<file path="src/rtl/comfort_thermostat_if.sv">
// Reading/command bundle between a DHT11 reader (master) and the comfort
// thermostat (slave): reading strobe and values in, averages and drives out.
interface comfort_thermostat_if;
  logic       done;
  logic [7:0] temp;
  logic [7:0] hum;
  logic [7:0] temp_avg;
  logic [7:0] hum_avg;
  logic       avg_valid;
  logic       heater_on;
  logic       fan_on;
  logic       sensor_fault;

  modport master (
    output done, temp, hum,
    input  temp_avg, hum_avg, avg_valid, heater_on, fan_on, sensor_fault
  );

  modport slave (
    input  done, temp, hum,
    output temp_avg, hum_avg, avg_valid, heater_on, fan_on, sensor_fault
  );
endinterface

</file>
<file path="src/rtl/comfort_thermostat.sv">
// Comfort thermostat: range-checks DHT11 readings, keeps a 4-sample moving
// average and drives heater/fan through a dwell-limited hysteresis FSM.
module comfort_thermostat #(
  parameter logic [7:0]  SETPOINT    = 8'd25,
  parameter logic [7:0]  HYST        = 8'd1,
  parameter logic [7:0]  TEMP_MAX    = 8'd50,
  parameter logic [7:0]  HUM_MAX     = 8'd90,
  parameter int unsigned DWELL_CYC   = 50_000_000,
  parameter int unsigned TIMEOUT_CYC = 150_000_000
) (
  input  logic                 clk,
  input  logic                 rst,
  comfort_thermostat_if.slave  bus
);
  localparam int DW = $clog2(DWELL_CYC) + 1;
  localparam int TW = $clog2(TIMEOUT_CYC) + 1;
  localparam logic [DW-1:0] DWELL_LAST  = DW'(DWELL_CYC - 1);
  localparam logic [TW-1:0] TIMEOUT_LIM = TW'(TIMEOUT_CYC);
  localparam logic [8:0]    SP_TH = {1'b0, SETPOINT};
  localparam logic [8:0]    LO_TH = SP_TH - {1'b0, HYST};
  localparam logic [8:0]    HI_TH = SP_TH + {1'b0, HYST};

  typedef enum logic [1:0] {IDLE, NEUTRAL, HEATING, COOLING} state_t;

  state_t          state_reg, state_next;
  logic [DW-1:0]   dwell_reg;
  logic [TW-1:0]   timeout_reg;
  logic            done_d_reg;
  logic [7:0]      temp_buf_reg [4];
  logic [7:0]      hum_buf_reg  [4];
  logic [2:0]      count_reg;
  logic [7:0]      temp_avg_reg, hum_avg_reg;
  logic            avg_valid_reg, fault_reg;

  logic            done_rise, accept, fault_trip, elapsed;
  logic [9:0]      temp_ext [4];
  logic [9:0]      hum_ext  [4];
  logic [9:0]      temp_sum, hum_sum;
  logic [8:0]      avg9;

  assign done_rise  = bus.done & ~done_d_reg;
  assign accept     = (bus.temp <= TEMP_MAX) && (bus.hum <= HUM_MAX);
  // A reading edge in the same cycle as the timeout wins: the sensor is alive.
  assign fault_trip = (timeout_reg == TIMEOUT_LIM) && !done_rise;
  assign elapsed    = (dwell_reg >= DWELL_LAST);
  assign avg9       = {1'b0, temp_avg_reg};

  genvar gi;
  generate
    for (gi = 0; gi < 4; gi++) begin : g_ext
      assign temp_ext[gi] = {2'b00, temp_buf_reg[gi]};
      assign hum_ext[gi]  = {2'b00, hum_buf_reg[gi]};
    end
  endgenerate

  assign temp_sum = temp_ext[0] + temp_ext[1] + temp_ext[2] + temp_ext[3];
  assign hum_sum  = hum_ext[0] + hum_ext[1] + hum_ext[2] + hum_ext[3];

  always_ff @(posedge clk) begin
    if (rst) begin
      done_d_reg    <= 1'b0;
      timeout_reg   <= '0;
      count_reg     <= '0;
      fault_reg     <= 1'b0;
      temp_avg_reg  <= '0;
      hum_avg_reg   <= '0;
      avg_valid_reg <= 1'b0;
      for (int i = 0; i < 4; i++) begin
        temp_buf_reg[i] <= '0;
        hum_buf_reg[i]  <= '0;
      end
    end else begin
      done_d_reg <= bus.done;

      if (done_rise)
        timeout_reg <= '0;
      else if (timeout_reg != TIMEOUT_LIM)
        timeout_reg <= timeout_reg + TW'(1);

      if (fault_trip) begin
        fault_reg <= 1'b1;
        count_reg <= '0;
        for (int i = 0; i < 4; i++) begin
          temp_buf_reg[i] <= '0;
          hum_buf_reg[i]  <= '0;
        end
      end else if (done_rise) begin
        fault_reg <= 1'b0;
        if (accept) begin
          temp_buf_reg[0] <= bus.temp;
          hum_buf_reg[0]  <= bus.hum;
          for (int i = 1; i < 4; i++) begin
            temp_buf_reg[i] <= temp_buf_reg[i-1];
            hum_buf_reg[i]  <= hum_buf_reg[i-1];
          end
          if (count_reg != 3'd4)
            count_reg <= count_reg + 3'd1;
        end
      end

      // Averages lag the buffers by one cycle and read zero until the window is full.
      if (fault_trip || count_reg != 3'd4) begin
        temp_avg_reg  <= '0;
        hum_avg_reg   <= '0;
        avg_valid_reg <= 1'b0;
      end else begin
        temp_avg_reg  <= temp_sum[9:2];
        hum_avg_reg   <= hum_sum[9:2];
        avg_valid_reg <= 1'b1;
      end
    end
  end

  always_ff @(posedge clk) begin
    if (rst) begin
      state_reg <= IDLE;
      dwell_reg <= '0;
    end else begin
      state_reg <= state_next;
      if (state_next != state_reg)
        dwell_reg <= '0;
      else if (!elapsed)
        dwell_reg <= dwell_reg + DW'(1);
    end
  end

  // Crossings seen before the dwell expires stay pending because the
  // condition is re-evaluated every cycle against the held average.
  always_comb begin
    state_next = state_reg;
    if (fault_trip || !avg_valid_reg) begin
      state_next = IDLE;
    end else begin
      case (state_reg)
        IDLE: begin
          if (avg9 < LO_TH)      state_next = HEATING;
          else if (avg9 > HI_TH) state_next = COOLING;
          else                   state_next = NEUTRAL;
        end
        NEUTRAL: begin
          if (elapsed && avg9 < LO_TH)      state_next = HEATING;
          else if (elapsed && avg9 > HI_TH) state_next = COOLING;
        end
        HEATING: if (elapsed && avg9 >= SP_TH) state_next = NEUTRAL;
        COOLING: if (elapsed && avg9 <= SP_TH) state_next = NEUTRAL;
        default: state_next = IDLE;
      endcase
    end
  end

  assign bus.temp_avg     = temp_avg_reg;
  assign bus.hum_avg      = hum_avg_reg;
  assign bus.avg_valid    = avg_valid_reg;
  assign bus.heater_on    = (state_reg == HEATING);
  assign bus.fan_on       = (state_reg == COOLING);
  assign bus.sensor_fault = fault_reg;
endmodule

</file>
<file path="src/flat_wrapper.sv">
// flat-port wrapper written by rule: the top's interface ports become plain ports
module comfort_thermostat_flat 
#(
  parameter logic [7:0]  SETPOINT    = 8'd25,
  parameter logic [7:0]  HYST        = 8'd1,
  parameter logic [7:0]  TEMP_MAX    = 8'd50,
  parameter logic [7:0]  HUM_MAX     = 8'd90,
  parameter int unsigned DWELL_CYC   = 50_000_000,
  parameter int unsigned TIMEOUT_CYC = 150_000_000
)
  (clk, rst, bus_done, bus_temp, bus_hum, bus_temp_avg, bus_hum_avg, bus_avg_valid, bus_heater_on, bus_fan_on, bus_sensor_fault);
  comfort_thermostat_if bus_i ();
  input  logic clk;
  input  logic rst;
  input wire logic [$bits(bus_i.done)-1:0] bus_done;
  input wire logic [$bits(bus_i.temp)-1:0] bus_temp;
  input wire logic [$bits(bus_i.hum)-1:0] bus_hum;
  output wire logic [$bits(bus_i.temp_avg)-1:0] bus_temp_avg;
  output wire logic [$bits(bus_i.hum_avg)-1:0] bus_hum_avg;
  output wire logic [$bits(bus_i.avg_valid)-1:0] bus_avg_valid;
  output wire logic [$bits(bus_i.heater_on)-1:0] bus_heater_on;
  output wire logic [$bits(bus_i.fan_on)-1:0] bus_fan_on;
  output wire logic [$bits(bus_i.sensor_fault)-1:0] bus_sensor_fault;
  assign bus_i.done = bus_done;
  assign bus_i.temp = bus_temp;
  assign bus_i.hum = bus_hum;
  assign bus_temp_avg = bus_i.temp_avg;
  assign bus_hum_avg = bus_i.hum_avg;
  assign bus_avg_valid = bus_i.avg_valid;
  assign bus_heater_on = bus_i.heater_on;
  assign bus_fan_on = bus_i.fan_on;
  assign bus_sensor_fault = bus_i.sensor_fault;
  comfort_thermostat #(.SETPOINT(SETPOINT), .HYST(HYST), .TEMP_MAX(TEMP_MAX), .HUM_MAX(HUM_MAX), .DWELL_CYC(DWELL_CYC), .TIMEOUT_CYC(TIMEOUT_CYC)) u_core (.clk(clk), .rst(rst), .bus(bus_i));
endmodule
</file>
<file path="config.mk">
export PLATFORM = sky130hd
export DESIGN_NAME = comfort_thermostat_flat
export DESIGN_NICKNAME = d
export VERILOG_FILES = /design/src/rtl/comfort_thermostat_if.sv /design/src/rtl/comfort_thermostat.sv /design/src/flat_wrapper.sv
export SDC_FILE = /design/constraint.sdc
export NUM_CORES = 1
export LEC_CHECK = 0
export ABC_AREA = 1
export BUFFER_PORTS_ARGS = -buffer_cell sky130_fd_sc_hd__buf_2
export CAP_MARGIN = 40
export CORE_ASPECT_RATIO = 1.5
export CORE_MARGIN = 2
export CORE_UTILIZATION = 45
export DETAILED_ROUTE_END_ITERATION = 6
export GPL_ROUTABILITY_DRIVEN = 0
export PLACE_DENSITY = 0.69
export SYNTH_ARGS = -nofsm -noshare
export SYNTH_HDL_FRONTEND = slang
export SYNTH_SLANG_ARGS = --single-unit
export TNS_END_PERCENT = 5
</file>
<file path="constraint.sdc">
create_clock -name clk -period 4.6 [get_ports clk]
set_clock_uncertainty 0.1 [all_clocks]
set_input_delay 0.46 -clock clk [delete_from_list [all_inputs] [get_ports clk]]
set_output_delay 0.46 -clock clk [all_outputs]
set_load 0.01 [all_outputs]
</file>
Word level (Yosys, flattened, before mapping)
Memory sizes are Yosys's and may differ from the RTL's. Index checks and enable logic that the tools add are counted.

Add/subtract/negate cells: 9. Magnitude comparators: 7. Equality and inequality tests: 7. Multiplexer cells: 37. Bitwise operators: 18. Reduce and logical (&&, ||, !) cells: 17.

Operator list (count): $mux W8 (16); $add A10 B8 Y10 (4); $add A29 B1 Y29 const B (1); $eq A29 B28 Y1 const B (1); $ne A29 B28 Y1 const B (1); $add A27 B1 Y27 const B (1); $ge A27 B26 Y1 const B (1); $add A8 B8 Y9 (2); $or A1 B1 Y1 (16); $mux W2 (7); $mux W1 (13); $ge A8 B5 Y1 const B (1); $gt A8 B5 Y1 const B (1); $le A8 B5 Y1 const B (1); $le A8 B6 Y1 const B (1); $le A8 B7 Y1 const B (1); $lt A8 B5 Y1 const B (1); $pmux W2 S4 (1); $reduce_or A2 Y1 (4); $logic_and A1 B1 Y1 (6); $eq A2 B2 Y1 const B (2); $add A3 B1 Y3 const B (1); $ne A3 B3 Y1 const B (1); $reduce_and A3 Y1 (1); 8 further kinds (10).

Register bits after elaboration: 80. Memory bits (writable): 64. Output and inout bits: 20. Word-level logic and storage cells: 106. Memories: 2.

Memories: u_core.hum_buf_reg (words 4, width 8, read ports 4, clocked after Yosys merged registers in 0, wr ports 4, RTL line comfort_thermostat.sv:30) `logic [7:0] hum_buf_reg [4];`; u_core.temp_buf_reg (words 4, width 8, read ports 4, clocked after Yosys merged registers in 0, wr ports 4, RTL line comfort_thermostat.sv:29) `logic [7:0] temp_buf_reg [4];`.

Depth between registers and ports, before layout
Gate-level depths: netlist (run 1).

Word-level depth: 9. Depth in mapped cells: 18.

Worst setup path after synthesis (run 1)
No wires, ideal clock.

Path type: flip-flop to flip-flop. From: mem u_core.hum_buf_reg[1][0]. To: reg u_core.hum_avg_reg[7] (netlist: u_core.bus.hum_avg[7]). Library setup time: 0.122 ns. Arrival: 3.213 ns. Data required time: 4.378 ns. Path slack: 1.165 ns. Cell stages (with the launch flop): 18. Cells stage by stage: edfxtp_1 ha_1 fa_1 nand3_1 nand2_1 xor2_1 fa_1 inv_1 ha_1 a21oi_1 inv_1 nand2_1 inv_1 or2_2 a21oi_1 nor2_1 o21ai_0 a21oi_1.

RTL lines: from (decl) (RTL line comfort_thermostat.sv:30); to (signal assigned) (RTL line comfort_thermostat.sv:108) `hum_avg_reg <= hum_sum[9:2];`; to (decl) (RTL line comfort_thermostat.sv:32) `logic [7:0] temp_avg_reg, hum_avg_reg;`.

==> metrics.csv, run 1 <==
metric,value,unit
cts_buffers,17,
reg2reg_setup_slack,920,ps
hold_violations,0,
cts.path.max_buffers,2,
slew_violations,0,
syn_area,8097,um^2
drtAntennaViolNets,0,
outcome,"complete, no violations",
wl_per_cell,12.64,um
drt-initial-drc-count,295,
final_common_cell,inv_1,
timing.fmax,271.9,MHz
cts_root_buf,clkbuf_16,
post-route-min-period,3678,ps
hpwl,11800,um
power.density,330.0,nW/um^2
min_path_type,primary input to flip-flop,
port_buffers,38,
grt_pass1_vias,6300,
placed_cells,1253,
power,3.015,mW
r2r_cells,17,
synth_top_area_share,0.2374,
ctsHoldBuffers,0,
synth.ff_latch_count,144,
synth_area_leaders,"dfxtp_1 24%, edfxtp_1 18%, inv_1 9.6%",
drtPass1Iterations,4,
die_h,168.3,um
nNetsFinal,1129,
drive_above_1_share,0.1273,
synth_area_per_cell,8.064,um^2
cts_tree,yes,
finalSetupTns,0,ps
cts_max_level,4,
p_switching,0.7249,mW
syn_inst,1004,
io_pins,39,
cts-resized-gates,0,
yosys_warnings,0,
rsz0062_at_grt,no,
crit_arrival,3870,ps
dieArea,19100,um^2
final_cell_area,9138,um^2
num_rows,60,
syn_to_final_growth,12.86,%
power.leakage,3.826,nW
start_kind,flip-flop,
internal_power,2.291,mW
vias_per_cell,4.872,
yosysTopAreaCell,dfxtp_1,
power_frac_seq,0.448,
peakVddDrop,226.1,uV
crit_path_end,u_core.bus.hum_avg[7],
critical_path_class,flip-flop to flip-flop,
diodes,0,
post_dp_cell_area,8521,um^2
tightest_slew,743.3,ps
cts_sinks,144,
drc,0,
worstSkewPairLatency,420,ps
slew_headroom,0.5033,
grtUsageTotal,0.1839,
layoutNonFillerInstCount,1285,
worst_ep_required_time,4790,ps
r2r-start,u_core.hum_buf_reg[1][0],
combPwrFrac,0.083,
clockPowerShare,0.469,
maxCapViolCount,0,
chipWidth,113.5,um
crit_start,u_core.hum_buf_reg[1][0],
num_vias,6260,
gr-total-overflow,0,
switching_share,0.2404,
path_max_fanout,4,
drt-total-wl,16240,um
min_period_over_period,0.7995,
ys_seq_area_frac,0.4154,
regToRegEndpoint,u_core.bus.hum_avg[7],
core,17790,um^2
clkTransAtPathRegs,60,ps
layout_common_cells,"207 x inv_1, 152 x nand2_1, 118 x nor2_1, 96 x dfxtp_1, 79 x a21oi_1",
worstSetupEndpointType,flip-flop,
yosysUniqueCellTypes,42,
initial_utilization,0.4551,
antenna_found_initial,0,
grt_pass1_wl,28340,um
post_cts_buffers,0,
finalSetupViolations,0,
grt_max_degree,45,
## cell type report
type | instances | area (um^2)
sequential | 144 | 3363
multi-input combinational | 634 | 3851
clock inverter | 9 | 95.09
clock buffer | 23 | 521.8
inverter | 215 | 807.0
fill | 1668 | 8655
timing repair buffer | 43 | 227.7
tap | 217 | 271.5
## how the worst min path moves through the flow
stage                                       start                 endpoint  depth (start not counted)  slack, ps
final                                    bus_done        u_core.done_d_reg                          3        150
after global routing                     bus_done        u_core.done_d_reg                          3        170
after CTS                                bus_done        u_core.done_d_reg                          3        150
after detailed placement  u_core.bus.sensor_fault  u_core.bus.sensor_fault                          2        340
after global placement     u_core.timeout_reg[15]   u_core.timeout_reg[15]                          2        330
after floorplan            u_core.timeout_reg[15]   u_core.timeout_reg[15]                          2        320
## synthesized netlist by cell type (all sizes together)
cell type and n:
inv 214, nand2 161, nor2 152, dfxtp 96, a21oi 81, o21ai 51
edfxtp 48, ha 37, xor2 31, nand3 27, nor3 22, nand4 20
fa 18, clkbuf 10, xnor2 7, nor4 5, o21bai 5, or2 4
buf 3, a21o 2, o21a 2, a211oi 1, a31oi 1, and3 1
clkinv 1, conb 1, nor3b 1, nor4b 1, o211ai 1
## cell families (layout without fill, tap and decap cells)
group                    after synthesis  after routing  share of synthesized area
adder cells (fa/ha/maj)               55             55                     0.1017
AND/OR/NAND/NOR                      394            394                     0.2371
XOR/XNOR                              38             38                    0.04111
flip-flops                           144            144                     0.4154
buffers and inverters                228            290                     0.1099
other                                  1              3                  0.0004632
AO/OA/AOI/OAI                        144            144                    0.09442
## layer usage
metal	GRT usage	vias up	share of wire
met5	0	-	0
met4	0.08059	0	0.028
met3	0.02916	36	0.030
met2	0.3306	94	0.52
met1	0.2137	2869	0.43
li1	-	3261	-
## critical path: stages (launching register included)
cell,delay (ps)
edfxtp_1,390
ha_1,260
fa_1,470
nand3_1,100
nand2_1,90
xor2_1,170
fa_1,540
inv_1,40
ha_1,330
a21oi_1,160
inv_1,60
nand2_1,50
inv_1,40
or2_2,260
a21oi_1,210
nor2_1,60
o21ai_0,150
a21oi_1,80
## power groups by stage
stage / Sequential [mW] / Combinational [mW] / Clock (mW)
2_1_floorplan: 1.37 / 0.199 / 0
3_3_place_gp: 1.38 / 0.246 / 0
3_5_place_dp: 1.38 / 0.252 / 0
4_1_cts: 1.35 / 0.255 / 1.44
5_1_grt: 1.35 / 0.298 / 1.49
6_report: 1.35 / 0.251 / 1.41
## through the flow
step | hold slack, ps | setup WS [ps] | utilization
after floorplan | 323.7 | 1165 | -
after global placement | 332.2 | 994.6 | 0.4789
after detailed placement | 339.8 | 926.6 | 0.4789
after CTS | 149.0 | 909.6 | 0.5136
after global routing | 166.9 | 565.1 | 0.5136
final | 154.6 | 922.2 | 0.5136
Note: power is estimated with default switching activity, not from simulation.
==> run 2, diff against run 1 <==
PLACE_DENSITY = 0.71   (was 0.69)
clock period = 3.06 ns   (was 4.6 ns; I/O delays follow)
==> run 2 against run 1 <==
The run now ends with setup timing left. Non-clock buffer count is 48 higher. Wire length is 2.3% higher. Clock power is 46% higher. Highest routed layer unchanged.
==> metrics.csv, run 2 (synthesis results as in run 1) <==
metric,value,unit
drt-total-wl,16600,um
drtPass1Iterations,4,
cts_root_buf,clkbuf_16,
syn_to_final_growth,20.03,%
place_ws,-362.1,ps
outcome,"finished, violations left",
gr-total-overflow,0,
worst_ep_required_time,3260,ps
maxCapViolCount,0,
cts_sinks,144,
chipWidth,113.5,um
core,17790,um^2
die_h,168.3,um
nNetsFinal,1177,
hold_depth,3,
peakVddDrop,306.0,uV
io_pins,39,
finalSetupTns,-1659,ps
diodes,0,
hpwl,12090,um
num_vias,6405,
grt_pass1_vias,6522,
initial_utilization,0.4551,
grt_max_degree,45,
fill_cells,1598,
slew_violations,0,
whs,19.22,ps
finalSetupViolations,8,
cts_buffers,17,
multi_input_area,4088,um^2
register_area,3363,um^2
crit_arrival,3570,ps
final_common_cell,inv_1,
critical_path_class,flip-flop to flip-flop,
power.density,478.3,nW/um^2
grtUsageTotal,0.1856,
cts_tree,yes,
r2r-start,u_core.hum_buf_reg[0][0],
drtAntennaViolNets,0,
clkTransAtPathRegs,70,ps
vias_per_cell,4.805,
cts_max_level,4,
worstHoldEndpoint,u_core.done_d_reg,
fin_util,0.5462,
violations,setup timing,
regToRegEndpoint,u_core.bus.hum_avg[6],
grt_pass1_wl,28590,um
cts.path.max_buffers,2,
combPwrFrac,0.119,
antenna_found_initial,0,
layout_common_cells,"202 x inv_1, 149 x nand2_1, 112 x nor2_1, 96 x dfxtp_1, 67 x a21oi_1",
drc,0,
post-route-min-period,3367,ps
port_buffers,38,
power.leakage,4.071,nW
num_rows,60,
internal_power,3.419,mW
worstSkewPairLatency,430,ps
r2r_cells,16,
hold_start,bus_done,
drt-initial-drc-count,278,
switching_share,0.2644,
reg2reg_setup_slack,-310,ps
min_period_over_period,1.100,
drive_above_1_share,0.2097,
start_kind,flip-flop,
min_path_type,primary input to flip-flop,
clockPowerShare,0.444,
p_switching,1.229,mW
wl_per_cell,12.46,um
slew_headroom,0.5994,
rsz0062_at_grt,yes,
dieArea,19100,um^2
worstSetupEndpointType,flip-flop,
setup_ws,-307.1,ps
timing.fmax,297.0,MHz
hold_violations,0,
tightest_slew,600.2,ps
path_max_fanout,3,
power_frac_seq,0.437,
power,4.648,mW
==> run 2: layer usage <==
layer	track usage	vias to the layer above	share of wire
li1	-	3352	-
met2	0.3442	99	0.53
met1	0.1991	2917	0.42
met5	0	-	0
met4	0.09385	0	0.034
met3	0.03240	37	0.022
==> run 2: area by class of cell <==
cell class,instances,area share
timing repair buffer,91,0.06180
multi-input combinational,634,0.4206
inverter,215,0.08304
sequential,144,0.3461
tap,217,0.02794
clock buffer,17,0.04377
clock inverter,15,0.01674
==> run 2: critical path, cell delays in order (launching register included) <==
cell and delay [ps]:
edfxtp_1 400, ha_2 220, fa_2 370, nand3_2 100, nand2_2 70, xor2_1 170, fa_1 530, inv_1 60
ha_4 280, nand2_2 80, o21ai_2 190, nor2_2 70, nor2_2 100, nor2_1 50, o21bai_1 240, buf_4 170
a21oi_2 40
==> run 2: how the worst max path moves through the flow <==
stage | start | end | slack (ps) | cells after the start
CTS | u_core.hum_buf_reg[1][0] | u_core.bus.hum_avg[7] | -210 | 17
global placement | u_core.hum_buf_reg[0][0] | u_core.bus.hum_avg[7] | -230 | 17
finish | u_core.hum_buf_reg[0][0] | u_core.bus.hum_avg[6] | -310 | 16
floorplan | u_core.hum_buf_reg[0][0] | u_core.bus.hum_avg[7] | -130 | 17
global route | u_core.hum_buf_reg[0][0] | u_core.bus.hum_avg[6] | -440 | 16
detailed placement | u_core.hum_buf_reg[1][2] | u_core.bus.hum_avg[6] | -360 | 17
==> run 2: power by group through the flow <==
stage,Clock [mW],Sequential [mW],Combinational [mW]
floorplan,0,2.07,0.314
global placement,0,2.07,0.456
detailed placement,0,2.07,0.468
CTS,2.10,2.03,0.528
global route,2.19,2.03,0.629
finish,2.06,2.03,0.554
==> run 2: per-stage QoR <==
stage               instance area [um^2]  instances
floorplan                           8158       1006
global placement                    8857       1289
detailed placement                  8857       1289
CTS                                 9653       1331
global route                        9718       1333
finish                              9718       1333
==> run 2: timing repair <==
action                                  4_1_cts  5_1_grt
hold buffers                                  0        0
gates resized for setup                      32       15
pin swaps                                    31       12
endpoints found under the setup margin        8       12
buffers inserted                             10        2
